### config.mk
export PLATFORM = sky130hd
export DESIGN_NAME = traffic_lights_multi
export DESIGN_NICKNAME = d
export VERILOG_FILES = /design/src/rtl/traffic_lights_multi_pkg.sv /design/src/rtl/tl_unit_timer.sv /design/src/rtl/traffic_lights_multi.sv
export SDC_FILE = /design/constraint.sdc
export NUM_CORES = 1
export LEC_CHECK = 0
export CORE_MARGIN = 3
export CORE_UTILIZATION = 38
export CTS_BUF_LIST = sky130_fd_sc_hd__clkbuf_8
export CTS_CLUSTER_DIAMETER = 40
export CTS_CLUSTER_SIZE = 28
export DETAILED_ROUTE_END_ITERATION = 10
export DONT_BUFFER_PORTS = 1
export PLACE_DENSITY_LB_ADDON = 0.1
export SLEW_MARGIN = 20
export SYNTH_ARGS = -nofsm -noshare
export SYNTH_HDL_FRONTEND = slang
export SYNTH_SLANG_ARGS = --single-unit
export TNS_END_PERCENT = 10
### constraint.sdc
create_clock -name clk_i -period 6.3 [get_ports clk_i]
set_input_delay 1.26 -clock clk_i [delete_from_list [all_inputs] [get_ports clk_i]]
set_output_delay 1.26 -clock clk_i [all_outputs]
set_load 0.03 [all_outputs]
### src/rtl/traffic_lights_multi_pkg.sv
// Shared types for the multi-approach traffic light controller.
package traffic_lights_multi_pkg;

    // Command codes on cmd_type_i
    typedef enum logic [2:0] {
        CmdOn        = 3'd0,
        CmdOff       = 3'd1,
        CmdUnstd     = 3'd2,
        CmdSetGreen  = 3'd3,
        CmdSetRed    = 3'd4,
        CmdSetYellow = 3'd5,
        CmdSkip      = 3'd6,
        CmdNop       = 3'd7
    } cmd_t;

    // Controller states; the active approach is held separately
    typedef enum logic [2:0] {
        StOff,
        StUnstd,
        StAllRed,
        StRy,
        StGreen,
        StGblink,
        StYellow
    } state_t;

    // Blink phase values
    localparam logic BlinkOn  = 1'b1;
    localparam logic BlinkOff = 1'b0;

endpackage

### src/rtl/tl_unit_timer.sv
// Unit timer: a prescaler divides clk_i into time units, a down-counter counts
// the units of the current state, and a half-period counter paces blinking.
// done_o is high in the last clock of the loaded duration. Loading 0 units
// keeps the prescaler and blink pacing running without ever raising done_o.
module tl_unit_timer #(
    parameter int unsigned DATA_W           = 16,
    parameter int unsigned TICKS_PER_UNIT   = 2,
    parameter int unsigned BLINK_HALF_UNITS = 1
) (
    input  logic              clk_i,
    input  logic              rst_n_i,
    input  logic              load_i,
    input  logic [DATA_W-1:0] units_i,
    output logic              done_o,
    output logic              half_tick_o
);

    localparam int unsigned PreW  = (TICKS_PER_UNIT > 1) ? $clog2(TICKS_PER_UNIT) : 1;
    localparam int unsigned HalfW = (BLINK_HALF_UNITS > 1) ? $clog2(BLINK_HALF_UNITS) : 1;
    localparam logic [PreW-1:0]  PreMax  = PreW'(TICKS_PER_UNIT - 1);
    localparam logic [HalfW-1:0] HalfMax = HalfW'(BLINK_HALF_UNITS - 1);

    logic [PreW-1:0]   pre_q, pre_d;
    logic [DATA_W-1:0] cnt_q, cnt_d;
    logic [HalfW-1:0]  half_q, half_d;
    logic              unit_end;

    assign unit_end    = (pre_q == '0);
    assign done_o      = unit_end && (cnt_q == DATA_W'(1));
    assign half_tick_o = unit_end && (half_q == HalfMax);

    // Next-state for prescaler, unit counter and half-period counter
    always_comb begin
        pre_d  = pre_q;
        cnt_d  = cnt_q;
        half_d = half_q;
        if (load_i) begin
            pre_d  = PreMax;
            cnt_d  = units_i;
            half_d = '0;
        end else if (unit_end) begin
            pre_d  = PreMax;
            half_d = half_tick_o ? '0 : half_q + HalfW'(1);
            if (cnt_q != '0) begin
                cnt_d = cnt_q - DATA_W'(1);
            end
        end else begin
            pre_d = pre_q - PreW'(1);
        end
    end

    // Timer state registers
    always_ff @(posedge clk_i or negedge rst_n_i) begin
        if (!rst_n_i) begin
            pre_q  <= '0;
            cnt_q  <= '0;
            half_q <= '0;
        end else begin
            pre_q  <= pre_d;
            cnt_q  <= cnt_d;
            half_q <= half_d;
        end
    end

endmodule

### src/rtl/traffic_lights_multi.sv
// Round-robin traffic light controller for NUM_CH approaches of one
// intersection, with an all-red clearance before every grant.
// Optional feature macro: TRAFFIC_LIGHTS_MULTI_SKIP_EN enables the SKIP
// command (truncate GREEN and go straight to GBLINK).
module traffic_lights_multi
    import traffic_lights_multi_pkg::*;
#(
    parameter int unsigned NUM_CH           = 2,
    parameter int unsigned CH_W             = (NUM_CH > 1) ? $clog2(NUM_CH) : 1,
    parameter int unsigned DATA_W           = 16,
    parameter int unsigned TICKS_PER_UNIT   = 2,
    parameter int unsigned RED_YELLOW_UNITS = 3,
    parameter int unsigned BLINK_HALF_UNITS = 1,
    parameter int unsigned GREEN_BLINKS     = 3,
    parameter int unsigned DEF_GREEN        = 10,
    parameter int unsigned DEF_YELLOW       = 5,
    parameter int unsigned DEF_RED          = 4
) (
    input  logic              clk_i,
    input  logic              rst_n_i,
    input  logic [2:0]        cmd_type_i,
    input  logic              cmd_valid_i,
    input  logic [DATA_W-1:0] cmd_data_i,
    input  logic [CH_W-1:0]   cmd_ch_i,
    output logic [NUM_CH-1:0] red_o,
    output logic [NUM_CH-1:0] yellow_o,
    output logic [NUM_CH-1:0] green_o
);

    localparam logic [CH_W-1:0] LastCh = CH_W'(NUM_CH - 1);

    state_t            state_q, state_d;
    logic [CH_W-1:0]   ch_q, ch_d;
    logic              blink_q, blink_d;
    logic [DATA_W-1:0] green_t_q  [NUM_CH];
    logic [DATA_W-1:0] green_t_d  [NUM_CH];
    logic [DATA_W-1:0] yellow_t_q [NUM_CH];
    logic [DATA_W-1:0] yellow_t_d [NUM_CH];
    logic [DATA_W-1:0] red_t_q, red_t_d;

    logic              load;
    logic [DATA_W-1:0] load_units;
    logic              t_done;
    logic              half_tick;
    logic              cmd_taken;
    logic              set_ok;
    logic              ch_ok;

    tl_unit_timer #(
        .DATA_W           (DATA_W),
        .TICKS_PER_UNIT   (TICKS_PER_UNIT),
        .BLINK_HALF_UNITS (BLINK_HALF_UNITS)
    ) u_timer (
        .clk_i       (clk_i),
        .rst_n_i     (rst_n_i),
        .load_i      (load),
        .units_i     (load_units),
        .done_o      (t_done),
        .half_tick_o (half_tick)
    );

    // Command decode and sequence advance; a state-changing command beats timer expiry
    always_comb begin
        state_d    = state_q;
        ch_d       = ch_q;
        blink_d    = blink_q;
        green_t_d  = green_t_q;
        yellow_t_d = yellow_t_q;
        red_t_d    = red_t_q;
        load       = 1'b0;
        cmd_taken  = 1'b0;
        set_ok     = (state_q == StUnstd) && (cmd_data_i != '0);
        ch_ok      = (32'(cmd_ch_i) < NUM_CH);

        if ((state_q == StUnstd || state_q == StGblink) && half_tick) begin
            blink_d = ~blink_q;
        end

        if (cmd_valid_i) begin
            case (cmd_t'(cmd_type_i))
                CmdOn: begin
                    if (state_q == StOff || state_q == StUnstd) begin
                        state_d   = StAllRed;
                        ch_d      = '0;
                        cmd_taken = 1'b1;
                    end
                end
                CmdOff: begin
                    state_d   = StOff;
                    cmd_taken = 1'b1;
                end
                CmdUnstd: begin
                    state_d   = StUnstd;
                    blink_d   = BlinkOn;
                    cmd_taken = 1'b1;
                end
                CmdSetGreen: begin
                    if (set_ok && ch_ok) green_t_d[cmd_ch_i] = cmd_data_i;
                end
                CmdSetRed: begin
                    if (set_ok) red_t_d = cmd_data_i;
                end
                CmdSetYellow: begin
                    if (set_ok && ch_ok) yellow_t_d[cmd_ch_i] = cmd_data_i;
                end
`ifdef TRAFFIC_LIGHTS_MULTI_SKIP_EN
                CmdSkip: begin
                    if (state_q == StGreen) begin
                        state_d   = StGblink;
                        blink_d   = BlinkOff;
                        cmd_taken = 1'b1;
                    end
                end
`endif
                default: ;
            endcase
        end

        if (cmd_taken) begin
            load = 1'b1;
        end else if (t_done) begin
            case (state_q)
                StAllRed: begin
                    state_d = StRy;
                    load    = 1'b1;
                end
                StRy: begin
                    state_d = StGreen;
                    load    = 1'b1;
                end
                StGreen: begin
                    state_d = StGblink;
                    blink_d = BlinkOff;
                    load    = 1'b1;
                end
                StGblink: begin
                    state_d = StYellow;
                    load    = 1'b1;
                end
                StYellow: begin
                    state_d = StAllRed;
                    ch_d    = (ch_q == LastCh) ? '0 : ch_q + CH_W'(1);
                    load    = 1'b1;
                end
                default: ;
            endcase
        end
    end

    // Duration of the state being entered, from the registered timing tables
    always_comb begin
        load_units = '0;
        case (state_d)
            StAllRed: load_units = red_t_q;
            StRy:     load_units = DATA_W'(RED_YELLOW_UNITS);
            StGreen:  load_units = green_t_q[ch_d];
            StGblink: load_units = DATA_W'(2 * GREEN_BLINKS * BLINK_HALF_UNITS);
            StYellow: load_units = yellow_t_q[ch_d];
            default:  load_units = '0;
        endcase
    end

    // State, channel, blink phase and timing-table registers
    always_ff @(posedge clk_i or negedge rst_n_i) begin
        if (!rst_n_i) begin
            state_q <= StOff;
            ch_q    <= '0;
            blink_q <= BlinkOff;
            red_t_q <= DATA_W'(DEF_RED);
            for (int k = 0; k < NUM_CH; k++) begin
                green_t_q[k]  <= DATA_W'(DEF_GREEN);
                yellow_t_q[k] <= DATA_W'(DEF_YELLOW);
            end
        end else begin
            state_q    <= state_d;
            ch_q       <= ch_d;
            blink_q    <= blink_d;
            red_t_q    <= red_t_d;
            green_t_q  <= green_t_d;
            yellow_t_q <= yellow_t_d;
        end
    end

    // Moore lamp decode from registered state only
    always_comb begin
        red_o    = '0;
        yellow_o = '0;
        green_o  = '0;
        case (state_q)
            StUnstd:  yellow_o = {NUM_CH{blink_q}};
            StAllRed: red_o = '1;
            StRy: begin
                red_o          = '1;
                yellow_o[ch_q] = 1'b1;
            end
            StGreen: begin
                red_o         = '1;
                red_o[ch_q]   = 1'b0;
                green_o[ch_q] = 1'b1;
            end
            StGblink: begin
                red_o         = '1;
                red_o[ch_q]   = 1'b0;
                green_o[ch_q] = blink_q;
            end
            StYellow: begin
                red_o          = '1;
                red_o[ch_q]    = 1'b0;
                yellow_o[ch_q] = 1'b1;
            end
            default: ;
        endcase
    end

endmodule

==> out/qor.csv <==
stage,metric,value,unit
run_status,status,"finished, final reports clean",
logic_synthesis,syn avg cell area,12.15,sq um
clocking,CTS sink count,103,
power_and_ir_drop,power share of the clock group,0.195,
floorplanning,std cell rows,43,
floorplanning,core region area,13930,sq um
logic_synthesis,number of distinct library cells after synthesis,70,
floorplanning,area of the die,15830,sq um
sta,Slew HR,0.3045,
worst_setup_path,R2R Path Start,state_q[1],
power_and_ir_drop,largest voltage drop on the vdd net,0.1624,mV
clocking,number of buffers on the longest clock path,2,
detailed_routing,via count of the routed design,3582,
flow_run,# Max-Cap Violations,0,
worst_setup_path,capture point of the worst reg-to-reg path,u_timer.cnt_q[6],
cells_and_area,Ant. Diodes,0,
worst_setup_path,cell-by-cell listing of the critical path,nand2b_1 -> a211o_1 -> nand3_2 -> mux2i_4 -> buf_4 -> mux2i_1 -> a2bb2oi_1 -> o221ai_2,
sta,final worst clock skew,0.01020,ns
worst_setup_path,number of cells on the critical path,8,
detailed_routing,wire per inst,20.78,um
worst_setup_path,number of buffer and inverter stages on the critical path,1,
clocking,Worst-Skew Late Latency,0.38,ns
floorplanning,vertical die dimension,125.8,um
worst_setup_path,slowest library cell on the worst path,sky130_fd_sc_hd__mux2i_4,
worst_setup_path,top cell family by delay on the critical path,multiplexers,
logic_synthesis,fraction of synthesis flops using an asynchronous set or reset pin,1.000,
power_and_ir_drop,fraction of power consumed by sequential logic,0.489,
worst_setup_path,Worst setup startpoint,cmd_type_i[2],
logic_synthesis,"Top FF cell, synth",sky130_fd_sc_hd__dfrtp_1,
logic_synthesis,Syn Std Cell Area,5454,sq um
floorplanning,width of the die,125.8,um
cells_and_area,fraction of final layout cells sized beyond drive strength 1,0.3082,
cells_and_area,number of nets in the finished design,472,
worst_setup_path,CP max stage delay,0.73,ns
sta,Fin. Hold Viols,0,
worst_setup_path,FF-to-FF path depth,8,
detailed_routing,count of unresolved DRC violations after routing,0,
global_route,total grt overflow,0,
place,Final HPWL DP,8718,um
sta,RSZ-0062 raised after global routing,no,
worst_setup_path,critical path capture point type,flop,
worst_setup_path,"Worst Path Class, Setup",in -> reg,
detailed_routing,Vias per Instance,5.677,
global_route,total global routing track utilization,0.1730,
floorplanning,# IOs,29,
sta,final-layout setup total negative slack,0,ns
cells_and_area,area of combinational cells with multiple inputs,2745,sq um
cells_and_area,area overhead of the layout relative to synthesis,6.355,%
clocking,postcts setup bufs,0,
sta,fraction of the cycle the final worst path needs,0.5652,
power_and_ir_drop,internal power,1.341,mW
cells_and_area,number of non-filler instances in the completed layout,631,
logic_synthesis,sequential share of the synthesized area,0.4747,
logic_synthesis,count of mapped cells out of synthesis,449,
clocking,Max H-tree Level,3,
worst_setup_path,reg2reg setup slack,2.87,ns
global_route,via count of the first global-routing pass,3707,
sta,Max Fclk,280.8,MHz
hold_path,min-delay worst type,reg -> reg,
clocking,cts repair resizes,0,
power_and_ir_drop,switching pwr,686.4,uW
detailed_routing,number of design-rule violations left by the first detailed-router iteration,220,
logic_synthesis,YS warnings,0,
worst_setup_path,critical path peak fanout,17,
sta,final-report max-slew violation count,0,
power_and_ir_drop,leakage power summed over all cells,2.397,nW
sta,final-report setup violation count,0,
place,global placement routability congestion,0.8865,
power_and_ir_drop,P per Cell Area,349.5,nW/um^2
global_route,number of antenna violations at the first check in global routing,0,
clocking,clock tree from TritonCTS,built,
floorplanning,Initial Utilization,0.3914,
cells_and_area,Sequential cell area,2589,sq um
logic_synthesis,net count of the mapped netlist,475,
power_and_ir_drop,share of total power in combinational logic,0.315,
worst_setup_path,"Data required, critical path",6.54,ns
clocking,Worst-path clk slew,0.09,ns
clocking,CTS root buffer,sky130_fd_sc_hd__clkbuf_8,
cells_and_area,final-layout fill cell count,1313,
detailed_routing,Antenna Nets Post-Route,0,
power_and_ir_drop,net switching share of the total power,0.3386,
detailed_routing,Initial DRT Pass Iterations,4,
place,port bufs,0,
clocking,clock buffer count from CTS,9,
logic_synthesis,"EDFF count, synth",0,
logic_synthesis,#FFs+latches synth,103,
worst_setup_path,end of the critical path,u_timer.cnt_q[6],
clocking,cts-stage hold buffer count,0,
sta,transition at the pin with the smallest max-transition slack,1.040,ns
worst_setup_path,sort of element at the start of the critical path,primary input,
sta,minimum period implied by the final worst setup slack,3.561,ns
global_route,wire length of the first global-routing pass,21450,um
global_route,largest net degree at the start of global routing,104,
worst_setup_path,data arrival at the endpoint of the critical path,3.80,ns
detailed_routing,Total Routed Length,13110,um
place,placed instance count,615,
==> placed cells by master, fill, tap and decap left out, types with 5 or more instances in the layout <==
cell type,netlist,routed
sky130_fd_sc_hd__a21oi_1,5,5
sky130_fd_sc_hd__a2bb2oi_1,9,9
sky130_fd_sc_hd__buf_4,2,5
sky130_fd_sc_hd__clkbuf_8,0,9
sky130_fd_sc_hd__dfrtp_1,94,94
sky130_fd_sc_hd__dfstp_2,9,9
sky130_fd_sc_hd__inv_1,5,10
sky130_fd_sc_hd__mux2_2,85,85
sky130_fd_sc_hd__mux2i_1,24,24
sky130_fd_sc_hd__nand2_1,32,32
sky130_fd_sc_hd__nand3_1,8,8
sky130_fd_sc_hd__nand4b_1,7,7
sky130_fd_sc_hd__nor2_1,14,14
sky130_fd_sc_hd__nor3_1,8,8
sky130_fd_sc_hd__nor4_1,7,7
sky130_fd_sc_hd__o211ai_1,8,8
sky130_fd_sc_hd__o21ai_0,8,8
sky130_fd_sc_hd__o221ai_2,8,8
sky130_fd_sc_hd__xnor2_1,13,13
==> worst min-delay path by stage <==
stage                   startpoint             end  slack [ns]  depth (start not counted)
CTS                     red_t_q[0]      red_t_q[0]        0.51                          1
global placement    yellow_t_q[15]  yellow_t_q[15]        0.49                          1
global route            red_t_q[0]      red_t_q[0]        0.53                          1
finish              yellow_t_q[27]  yellow_t_q[27]        0.51                          1
detailed placement  yellow_t_q[11]  yellow_t_q[11]        0.49                          1
floorplan               red_t_q[0]      red_t_q[0]        0.47                          1
==> metal layers <==
layer  share of wire  wire (um)  global-route usage  up-vias
met5               0          0                   0        -
met4           0.026        347             0.07319        0
met1            0.48       6260              0.2352     1830
met2            0.47       6113              0.2725       62
li1                -          -                   -     1670
met3           0.030        392             0.03265       20
==> per-stage QoR <==
step           setup WS [ns]  total power [mW]  utilization  hold slack (ns)  area, sq um
2_1_floorplan          3.099             1.500            -           0.4740         5454
3_3_place_gp           2.417             1.628       0.4029           0.4862         5614
3_5_place_dp           2.294             1.642       0.4029           0.4917         5614
4_1_cts                2.712             2.043       0.4156           0.5145         5792
5_1_grt                2.594             2.163       0.4163           0.5259         5801
6_report               2.739             2.027       0.4163           0.5123         5801
==> cells in the mapped netlist (6+ instances only) <==
cell                         n  area (sq um)
sky130_fd_sc_hd__dfrtp_1    94          2352
sky130_fd_sc_hd__mux2_2     85         957.2
sky130_fd_sc_hd__nand2_1    32         120.1
sky130_fd_sc_hd__mux2i_1    24         240.2
sky130_fd_sc_hd__nor2_1     14         52.55
sky130_fd_sc_hd__xnor2_1    13         113.9
sky130_fd_sc_hd__a2bb2oi_1   9         78.83
sky130_fd_sc_hd__dfstp_2     9         236.5
sky130_fd_sc_hd__clkbuf_1    8         30.03
sky130_fd_sc_hd__nand3_1     8         40.04
sky130_fd_sc_hd__nor3_1      8         40.04
sky130_fd_sc_hd__o211ai_1    8         60.06
sky130_fd_sc_hd__o21ai_0     8         40.04
sky130_fd_sc_hd__o221ai_2    8         120.1
sky130_fd_sc_hd__nand4b_1    7         61.31
sky130_fd_sc_hd__nor4_1      7         43.79
sky130_fd_sc_hd__buf_2       6         30.03
==> flip-flops by register name, summed over array words and instances (netlist names) <==
register	cells
u_timer.cnt_q	16
ch_q	1
state_q	3
u_timer.pre_q	1
green_t_q	32
red_t_q	16
u_timer.half_q	1
blink_q	1
yellow_t_q	32
==> cells by family after synthesis <==
group	Yosys count	synth area share
DFF	103	0.4747
xor gates and xnor gates	17	0.02730
muxes	112	0.2290
buffers and inverters	26	0.02478
adders and majority gates	3	0.006883
and+or+nand+nor	121	0.1342
AOI/OAI and AO/OA	67	0.1032
==> power groups by stage <==
stage                     clock (mW)  combinational [mW]  sequential (mW)
after global routing           0.436               0.710             1.02
after detailed placement           0               0.640             1.00
after floorplan                    0               0.554            0.946
after global placement             0               0.629            0.999
after CTS                      0.411               0.643            0.989
final                          0.396               0.640            0.991
==> layout make-up <==
cell class,instances,area share
Tap cell,180,0.03883
Clock inverter,7,0.009275
Timing Repair Buffer,5,0.006471
Inverter,7,0.004530
Sequential cell,103,0.4463
Multi-Input combinational cell,320,0.4733
Clock buffer,9,0.02135
No activity file was read; power rests on OpenSTA's default activity.
